[src/rtl/spi_master_cfg_if.sv]
// Request/response handshake between the DDS register sequencer and the SPI engine.
// The sequencer owns the master modport; the SPI engine owns the slave modport.
interface spi_master_cfg_if #(
  parameter int DATA_W = 32,
  parameter int NB_W   = 6
);
  logic              start;
  logic [DATA_W-1:0] in;
  logic [NB_W-1:0]   nbits;
  logic              busy;
  logic              done;
  logic [DATA_W-1:0] out;

  modport master (output start, in, nbits, input busy, done, out);
  modport slave  (input start, in, nbits, output busy, done, out);
endinterface

[src/rtl/spi_master_cfg.sv]
// Full-duplex SPI master with per-transfer bit count, any CPOL/CPHA mode,
// programmable SCLK half-period and CS setup/hold spacing.
module spi_master_cfg #(
  parameter int DATA_W   = 32,
  parameter int NB_W     = 6,
  parameter int CLK_DIV  = 2,
  parameter int CPOL     = 0,
  parameter int CPHA     = 0,
  parameter int CS_SETUP = 1,
  parameter int CS_HOLD  = 1
) (
  input  logic             clk,
  input  logic             rst_n,
  spi_master_cfg_if.slave  bus,
  input  logic             MISO,
  output logic             SCLK,
  output logic             MOSI,
  output logic             CS
);

  localparam int EW     = $clog2(2 * DATA_W + 1);
  localparam int DIV_W  = (CLK_DIV > 1) ? $clog2(CLK_DIV) : 1;
  localparam int PH_MAX = (CS_SETUP > CS_HOLD) ? CS_SETUP : CS_HOLD;
  localparam int PH_W   = (PH_MAX > 1) ? $clog2(PH_MAX) : 1;
  localparam int NBX    = NB_W + 1;
  localparam logic [NBX-1:0] DW_NB    = NBX'(DATA_W);
  localparam logic           IDLE_LVL = 1'(CPOL);

  typedef enum logic [1:0] {IDLE, SETUP, SHIFT, HOLD} state_t;

  state_t            state_reg, state_next;
  logic [DIV_W-1:0]  div_reg, div_next;
  logic [PH_W-1:0]   ph_reg, ph_next;
  logic [EW-1:0]     edge_reg, edge_next;
  logic [EW-1:0]     n2_reg, n2_next;
  logic [DATA_W-1:0] tx_reg, tx_next;
  logic [DATA_W-1:0] rx_reg, rx_next;
  logic [DATA_W-1:0] out_reg, out_next;
  logic              sclk_reg, sclk_next;
  logic              mosi_reg, mosi_next;
  logic              cs_reg, cs_next;
  logic              busy_reg, busy_next;
  logic              done_reg, done_next;
  logic              start_q_reg, start_q_next;

  logic [EW-1:0]     n_eff;
  logic [EW-1:0]     shamt;
  logic [DATA_W-1:0] tx_load;
  logic              do_edge;
  logic              leading;

  // Zero or oversize bit counts mean a full-width transfer.
  always_comb begin
    if (bus.nbits == '0 || {1'b0, bus.nbits} > DW_NB) begin
      n_eff = EW'(DATA_W);
    end else begin
      n_eff = EW'(bus.nbits);
    end
    shamt   = EW'(DATA_W) - n_eff;
    tx_load = bus.in << shamt;
  end

  always_ff @(posedge clk or negedge rst_n) begin
    if (!rst_n) begin
      state_reg   <= IDLE;
      div_reg     <= '0;
      ph_reg      <= '0;
      edge_reg    <= '0;
      n2_reg      <= '0;
      tx_reg      <= '0;
      rx_reg      <= '0;
      out_reg     <= '0;
      sclk_reg    <= IDLE_LVL;
      mosi_reg    <= 1'b0;
      cs_reg      <= 1'b1;
      busy_reg    <= 1'b0;
      done_reg    <= 1'b0;
      start_q_reg <= 1'b0;
    end else begin
      state_reg   <= state_next;
      div_reg     <= div_next;
      ph_reg      <= ph_next;
      edge_reg    <= edge_next;
      n2_reg      <= n2_next;
      tx_reg      <= tx_next;
      rx_reg      <= rx_next;
      out_reg     <= out_next;
      sclk_reg    <= sclk_next;
      mosi_reg    <= mosi_next;
      cs_reg      <= cs_next;
      busy_reg    <= busy_next;
      done_reg    <= done_next;
      start_q_reg <= start_q_next;
    end
  end

  always_comb begin
    state_next   = state_reg;
    div_next     = div_reg;
    ph_next      = ph_reg;
    edge_next    = edge_reg;
    n2_next      = n2_reg;
    tx_next      = tx_reg;
    rx_next      = rx_reg;
    out_next     = out_reg;
    sclk_next    = sclk_reg;
    mosi_next    = mosi_reg;
    cs_next      = cs_reg;
    busy_next    = busy_reg;
    done_next    = 1'b0;
    start_q_next = bus.start;
    do_edge      = 1'b0;
    leading      = ~edge_reg[0];

    case (state_reg)
      IDLE: begin
        if (bus.start && !start_q_reg) begin
          state_next = SETUP;
          cs_next    = 1'b0;
          busy_next  = 1'b1;
          ph_next    = '0;
          edge_next  = '0;
          n2_next    = n_eff << 1;
          tx_next    = tx_load;
          rx_next    = '0;
          mosi_next  = tx_load[DATA_W-1];
        end
      end
      SETUP: begin
        // The first SCLK edge lands exactly CS_SETUP cycles after CS falls.
        if (ph_reg == PH_W'(CS_SETUP - 1)) begin
          state_next = SHIFT;
          div_next   = '0;
          do_edge    = 1'b1;
        end else begin
          ph_next = ph_reg + 1'b1;
        end
      end
      SHIFT: begin
        if (div_reg == DIV_W'(CLK_DIV - 1)) begin
          div_next = '0;
          if (edge_reg == n2_reg) begin
            state_next = HOLD;
            ph_next    = '0;
          end else begin
            do_edge = 1'b1;
          end
        end else begin
          div_next = div_reg + 1'b1;
        end
      end
      HOLD: begin
        if (ph_reg == PH_W'(CS_HOLD - 1)) begin
          state_next = IDLE;
          cs_next    = 1'b1;
          busy_next  = 1'b0;
          done_next  = 1'b1;
          out_next   = rx_reg;
          mosi_next  = 1'b0;
        end else begin
          ph_next = ph_reg + 1'b1;
        end
      end
      default: state_next = IDLE;
    endcase

    // Edge numbering starts at 1, so odd-numbered edges are leading edges.
    if (do_edge) begin
      edge_next = edge_reg + 1'b1;
      sclk_next = ~sclk_reg;
      if (leading == (CPHA == 0)) begin
        rx_next = {rx_reg[DATA_W-2:0], MISO};
      end else if (CPHA == 0) begin
        if (edge_reg + 1'b1 != n2_reg) begin
          tx_next   = tx_reg << 1;
          mosi_next = tx_reg[DATA_W-2];
        end
      end else begin
        mosi_next = tx_reg[DATA_W-1];
        tx_next   = tx_reg << 1;
      end
    end
  end

  assign SCLK     = sclk_reg;
  assign MOSI     = mosi_reg;
  assign CS       = cs_reg;
  assign bus.busy = busy_reg;
  assign bus.done = done_reg;
  assign bus.out  = out_reg;

endmodule
[src/flat_wrapper.sv]
// flat-port wrapper written by rule: the top's interface ports become plain ports
module spi_master_cfg_flat 
#(
  parameter int DATA_W   = 32,
  parameter int NB_W     = 6,
  parameter int CLK_DIV  = 2,
  parameter int CPOL     = 0,
  parameter int CPHA     = 0,
  parameter int CS_SETUP = 1,
  parameter int CS_HOLD  = 1
)
  (clk, rst_n, MISO, SCLK, MOSI, CS, bus_start, bus_in, bus_nbits, bus_busy, bus_done, bus_out);
  spi_master_cfg_if #(.DATA_W(DATA_W), .NB_W(NB_W)) bus_i ();
  input  logic clk;
  input  logic rst_n;
  input  logic MISO;
  output logic SCLK;
  output logic MOSI;
  output logic CS;
  input wire logic [$bits(bus_i.start)-1:0] bus_start;
  input wire logic [$bits(bus_i.in)-1:0] bus_in;
  input wire logic [$bits(bus_i.nbits)-1:0] bus_nbits;
  output wire logic [$bits(bus_i.busy)-1:0] bus_busy;
  output wire logic [$bits(bus_i.done)-1:0] bus_done;
  output wire logic [$bits(bus_i.out)-1:0] bus_out;
  assign bus_i.start = bus_start;
  assign bus_i.in = bus_in;
  assign bus_i.nbits = bus_nbits;
  assign bus_busy = bus_i.busy;
  assign bus_done = bus_i.done;
  assign bus_out = bus_i.out;
  spi_master_cfg #(.DATA_W(DATA_W), .NB_W(NB_W), .CLK_DIV(CLK_DIV), .CPOL(CPOL), .CPHA(CPHA), .CS_SETUP(CS_SETUP), .CS_HOLD(CS_HOLD)) u_core (.clk(clk), .rst_n(rst_n), .bus(bus_i), .MISO(MISO), .SCLK(SCLK), .MOSI(MOSI), .CS(CS));
endmodule
[config.mk]
export PLATFORM = sky130hd
export DESIGN_NAME = spi_master_cfg_flat
export DESIGN_NICKNAME = d
export VERILOG_FILES = /design/src/rtl/spi_master_cfg_if.sv /design/src/rtl/spi_master_cfg.sv /design/src/flat_wrapper.sv
export SDC_FILE = /design/constraint.sdc
export NUM_CORES = 1
export LEC_CHECK = 0
export CORE_MARGIN = 5
export CORE_UTILIZATION = 48
export CTS_CLUSTER_SIZE = 25
export DETAILED_ROUTE_END_ITERATION = 10
export GPL_TIMING_DRIVEN = 0
export PLACE_DENSITY_LB_ADDON = 0.25
export SYNTH_ARGS = -nofsm -noshare
export SYNTH_HDL_FRONTEND = slang
export SYNTH_SLANG_ARGS = --single-unit
export TNS_END_PERCENT = 50
[constraint.sdc]
create_clock -name clk -period 2.89 [get_ports clk]
set_clock_uncertainty 0.15 [all_clocks]
set_input_delay 0.289 -clock clk [delete_from_list [all_inputs] [get_ports clk]]
set_output_delay 0.289 -clock clk [all_outputs]
set_load 0.01 [all_outputs]
* Yosys cells after proc, flatten, opt, wreduce, memory -nomap -nowiden
Cells that the tools add are included.
Widths: inputs -> output; s select.
** Storage, ports and cells
- RAM bits :: 0
- Bits of input ports :: 42
- Bits in read-only memories :: 0
- Memories kept :: 0
- Flip-flop bits (word level) :: 119
- Word-level logic and storage cells :: 91
- Latch bits :: 0
- Output and inout bits :: 37
** Cells by class
- Reduce and logical (&&, ||, !) cells :: 17
- Shift-type cells :: 1
- Divide/modulo/power cells :: 0
- $mul :: 0
- Bitwise operators :: 2
- $add $sub $neg :: 4
- Equal/unequal tests :: 10
- Magnitude comparators :: 1
- Multiplexer cells :: 42
** Operator list (count)
- $mux 32 :: 9
- $shl 32x7->32 :: 1
- $mux 7 :: 3
- $mux 1 :: 17
- $mux 2 :: 5
- $pmux 1 s2 :: 5
- $pmux 2 s4 :: 1
- $reduce_and 2->1 :: 4
- $reduce_bool 2->1 :: 4
- $add 7x1->7 const B :: 1
- $eq 7x7->1 :: 1
- $ne 7x7->1 :: 1
- $sub 6x6->7 const A :: 1
- $gt 6x6->1 const B :: 1
- $logic_not 6->1 :: 1
- $mux 6 :: 1
- $ne 2x1->1 const B :: 3
- $reduce_and 3->1 :: 2
- $reduce_and 5->1 :: 1
- $eq 2x2->1 const B :: 2
- $ne 2x2->1 const B :: 2
- $pmux 1 s3 :: 1
- $add 1x1->1 const B :: 2
- $eq 2x1->1 const B :: 1
- other kinds (6) :: 7

* Logic depth before layout (Yosys ltp)
Gate-level depths: netlist (run 1).
- Depth in word-level cells :: 10
- Gate-level depth with buffers :: 15
- Mapped depth without buffers :: 9

* Least setup slack after synthesis (run 1)
No wires, ideal clock.
- Kind :: input to register
- From :: in bus_nbits[0]
- To :: reg u_core.tx_reg[25]
- Buffers on the path :: 4
- Data arrival time :: 2.865 ns
- Stages :: 12
- Setup time :: 0.141 ns
- Data required time :: 2.599 ns
- Slack :: -0.267 ns
- Cell sequence :: nor2b_1 > buf_2 > inv_1 > buf_2 > buf_2 > ha_1 > buf_2 > mux2_2 > mux4_2 > a22oi_1 > a2bb2oi_1 > a31oi_1
** On the way
- Word-level cells in the longest chain between the ends :: 10
- Elaborated cells between the ends (all ways) :: 11
- Classes of those cells :: add/sub: 1; order compare: 1; shift: 1; mux: 6; reduce/logical: 2
** Ends and longest elaborated chain
- start, declared :: line flat_wrapper.sv:22 : input wire logic [$bits(bus_i.nbits)-1:0] bus_nbits;
- $gt 6x6->1 / $logic_not 6->1 (equally long branches) :: line spi_master_cfg.sv:54 : if (bus.nbits == '0 || {1'b0, bus.nbits} > DW_NB) begin
- $logic_or 1x1->1 :: line spi_master_cfg.sv:54
- $mux 6 * :: line spi_master_cfg.sv:54
- $sub 6x6->7 * :: line spi_master_cfg.sv:59 : shamt = EW'(DATA_W) - n_eff;
- $shl 32x7->32 * :: line spi_master_cfg.sv:60 : tx_load = bus.in << shamt;
- $mux 32 * :: line spi_master_cfg.sv:117 : if (bus.start && !start_q_reg) begin
- $mux 32 * :: line spi_master_cfg.sv:115 : case (state_reg)
- $mux 32 :: line spi_master_cfg.sv:174 : if (edge_reg + 1'b1 != n2_reg) begin
- $mux 32 :: line spi_master_cfg.sv:171 : if (leading == (CPHA == 0)) begin
- $mux 32 * :: line spi_master_cfg.sv:168 : if (do_edge) begin
- via u_core.tx_next[25] :: line spi_master_cfg.sv:36 : logic [DATA_W-1:0] tx_reg, tx_next;
- end signal, assigned :: line spi_master_cfg.sv:85 : tx_reg <= tx_next;
- end, declared :: line spi_master_cfg.sv:36
Mark *: on every way through the listed nets, which the timed path passes. The rest lies on a longest branch.
A chain may end at the register's enable or synchronous reset.

* Worst setup path in the final report (run 1)
- From :: in bus_nbits[2]
- To :: reg u_core.tx_reg[20]
The elaborated chain is that of the path after synthesis.

==> results of run 1 <==
## cells by family (layout without fill, tap and decap cells)
| kind of cell | after synthesis | after routing | share of synthesized area |
|---|---|---|---|
| adder cells (fa/ha/maj) | 6 | 6 | 0.01079 |
| AND/OR/NAND/NOR | 240 | 240 | 0.1558 |
| buffers and inverters | 69 | 190 | 0.04570 |
| multiplexers | 102 | 102 | 0.1904 |
| flip-flops | 117 | 117 | 0.4212 |
| XOR/XNOR | 14 | 14 | 0.01871 |
| AO/OA/AOI/OAI | 162 | 162 | 0.1574 |
## critical path: stages
cell and delay [ps]:
clkdlybuf4s50_1 490, buf_6 190, nor4_1 570, or3_1 290, buf_4 230, buf_2 260
a21oi_1 70, o21ai_0 320, a41oi_2 180
## cells in the mapped netlist (3+ instances only)
library cell  number  share of area
nor3_1             7         0.0050
dfrtp_1          116           0.42
o22ai_1            4         0.0036
mux2i_1           40          0.058
a221oi_1           6         0.0076
mux2_2            42          0.068
buf_1              4         0.0022
and3_1             4         0.0036
nor2_1            54          0.029
nor3_2             3         0.0043
ha_1               6          0.011
a31oi_1           16          0.014
inv_1             16         0.0086
nand2_1          120          0.065
buf_4              4         0.0043
mux4_2            20          0.065
o21ai_0           52          0.037
a32oi_1            6         0.0076
buf_2             17          0.012
nand2b_1           4         0.0036
nand3_1           19          0.014
a21oi_1           25          0.018
xnor2_1            6         0.0076
and2_1             4         0.0036
xor2_1             7         0.0088
a211oi_1           4         0.0043
nor4b_1            3         0.0038
buf_6              3         0.0049
o21a_1             3         0.0032
or3_1              4         0.0036
o211ai_1           5         0.0054
clkbuf_1          25          0.013
a22oi_1           12          0.013
## layout make-up
type / count / area (um2)
clock buffers: 24 / 491.7
clock inverters: 8 / 97.59
flip-flops and latches: 117 / 2929
inverters: 16 / 60.06
plain buffers: 52 / 302.8
repair buffers: 90 / 894.6
well taps: 184 / 230.2
fillers: 1164 / 5473
multi-input cells: 524 / 3890
## per-layer routing
metal	up-vias	GRT usage	wire length, um	part of all wire
met1	2970	0.3237	8475	0.44
met4	0	0.06776	331	0.017
met5	-	0	0	0
li1	2792	-	-	-
met3	33	0.05526	1125	0.059
met2	224	0.3696	9276	0.48
## final timing paths
check                                          from            endpoint  cells past startpoint
worst max register to register  u_core.state_reg[0]    u_core.rx_reg[7]                      8
worst min-delay path                   bus_nbits[3]    u_core.n2_reg[4]                      3
max in group asynchronous                     rst_n    u_core.tx_reg[3]                      3
worst max-delay path                   bus_nbits[2]   u_core.tx_reg[20]                      9
worst min register to register          u_core.SCLK         u_core.SCLK                      1
min in group asynchronous                     rst_n  u_core.edge_reg[2]                      2
## per-stage QoR
step / total power (uW) / setup slack, ps / hold WS, ps
floorplan: 4646 / 3.240 / -156.6
global placement: 5732 / -2938 / 306.1
detailed placement: 5845 / -1311 / 174.9
CTS: 8008 / 11.40 / 117.4
global route: 8459 / 2.562 / 156.9
finish: 7978 / 114.9 / 141.7
## timing repair
| action | in CTS | in global routing |
|---|---|---|
| hold endpoints to repair | 41 | 0 |
| buffers inserted | 7 | 4 |
| hold buffers | 1 | 0 |
| pin swaps | 4 | 5 |
| setup endpoints to repair | 32 | 59 |
| resized for setup | 46 | 12 |
## report_power, final
group          switching, uW  total [uW]  internal [uW]
sequential               467        2800           2340
combinational           1600        3120           1520
clock                    702        2060           1350
==> qor.yml, run 1 <==
power_leakage_uw: 0.003783
port_buffers: 77
synth_nets: 758
diodes: 0
reg2reg_setup_slack_ps: 220
synth_edf_count: 0
antenna_found_initial: 0
fin_area_mm2: 0.008896
yosys_warnings: 0
ios: 79
avgSynthCellArea_um2: 9.795
die_h_um: 130.4
period_minus_slack_ps: 2775
grt_max_degree: 76
vias_per_cell: 5.930
status: "complete, no violations"
slew_headroom: 0.4642
ys_seq_area_frac: 0.4212
critical_path_arrival_ps: 2890
ant_nets: 0
tightest_slew_ps: 799.3
ir_drop_v: 0.0005935
ys_async_sr_fraction: 1.000
syn_inst: 710
cts_tree: "built"
max_freq_ghz: 0.3603
cp_max_fo: 10
final_common_cell: "nand2_1"
die_area_mm2: 0.01700
clk_path_buf_depth: 2
start_kind: "input port"
vias: 6019
final_util: 0.6191
setup_tns_ps: 0
drtIter0Drc: 458
rsz0062_at_grt: "no"
dp_hpwl_um: 14150
grt_pass1_wl_um: 31220
final_layout_size_suffix_gt1_frac: 0.2106
final_cell_mix: "nand2_1 (120), dfrtp_1 (116), clkdlybuf4s50_1 (74), nor2_1 (53), o21ai_0 (50)"
grt_pass1_vias: 6015
track_usage: 0.2338
first_pass_iters: 5
finalCritPeriodShare: 0.9602
ys_ff_latch: 117
dpl_cell_area_mm2: 0.008023
clk_pin_slew_ps: 50
routed_wirelength_um: 19210
final_max_slew_viol_count: 0
num_rows: 44
ctsRootBufferMaster: "clkbuf_16"
fp.dieW_um: 130.4
power.density_mw_per_mm2: 896.8
dp.cells: 972
critPathRequiredTime_ps: 3010
ys_types: 72
fin_cells: 1015
drcViolationCount: 0
htree_levels: 4
drv_cap: 0
gp_congestion: 0.9456
clkSinkCount: 117
syn2layout_area_growth_pct: 27.92
hold_viol: 0
endpoint_kind: "flop"
crit_type: "in -> reg"
setup_viol: 0
hp-class: "in -> reg"
clk_latency_ps: 410
start_util: 0.4840
overflow: 0
numCtsBuffers: 17
synthFlopType: "dfrtp_1"
core-area_mm2: 0.01437
post_drt_wl_per_cell_um: 18.92
mappedNetlistArea_mm2: 0.006954
nets: 866
Power figures use the tool's default switching activity.
==> inputs of run 2 (changes only) <==
Settings changed: CAP_MARGIN from default to 15, CTS_CLUSTER_SIZE 25 to 30.
==> results of run 2 <==
Same layout as run 1: the final DEF is identical, and so are final timing and power.
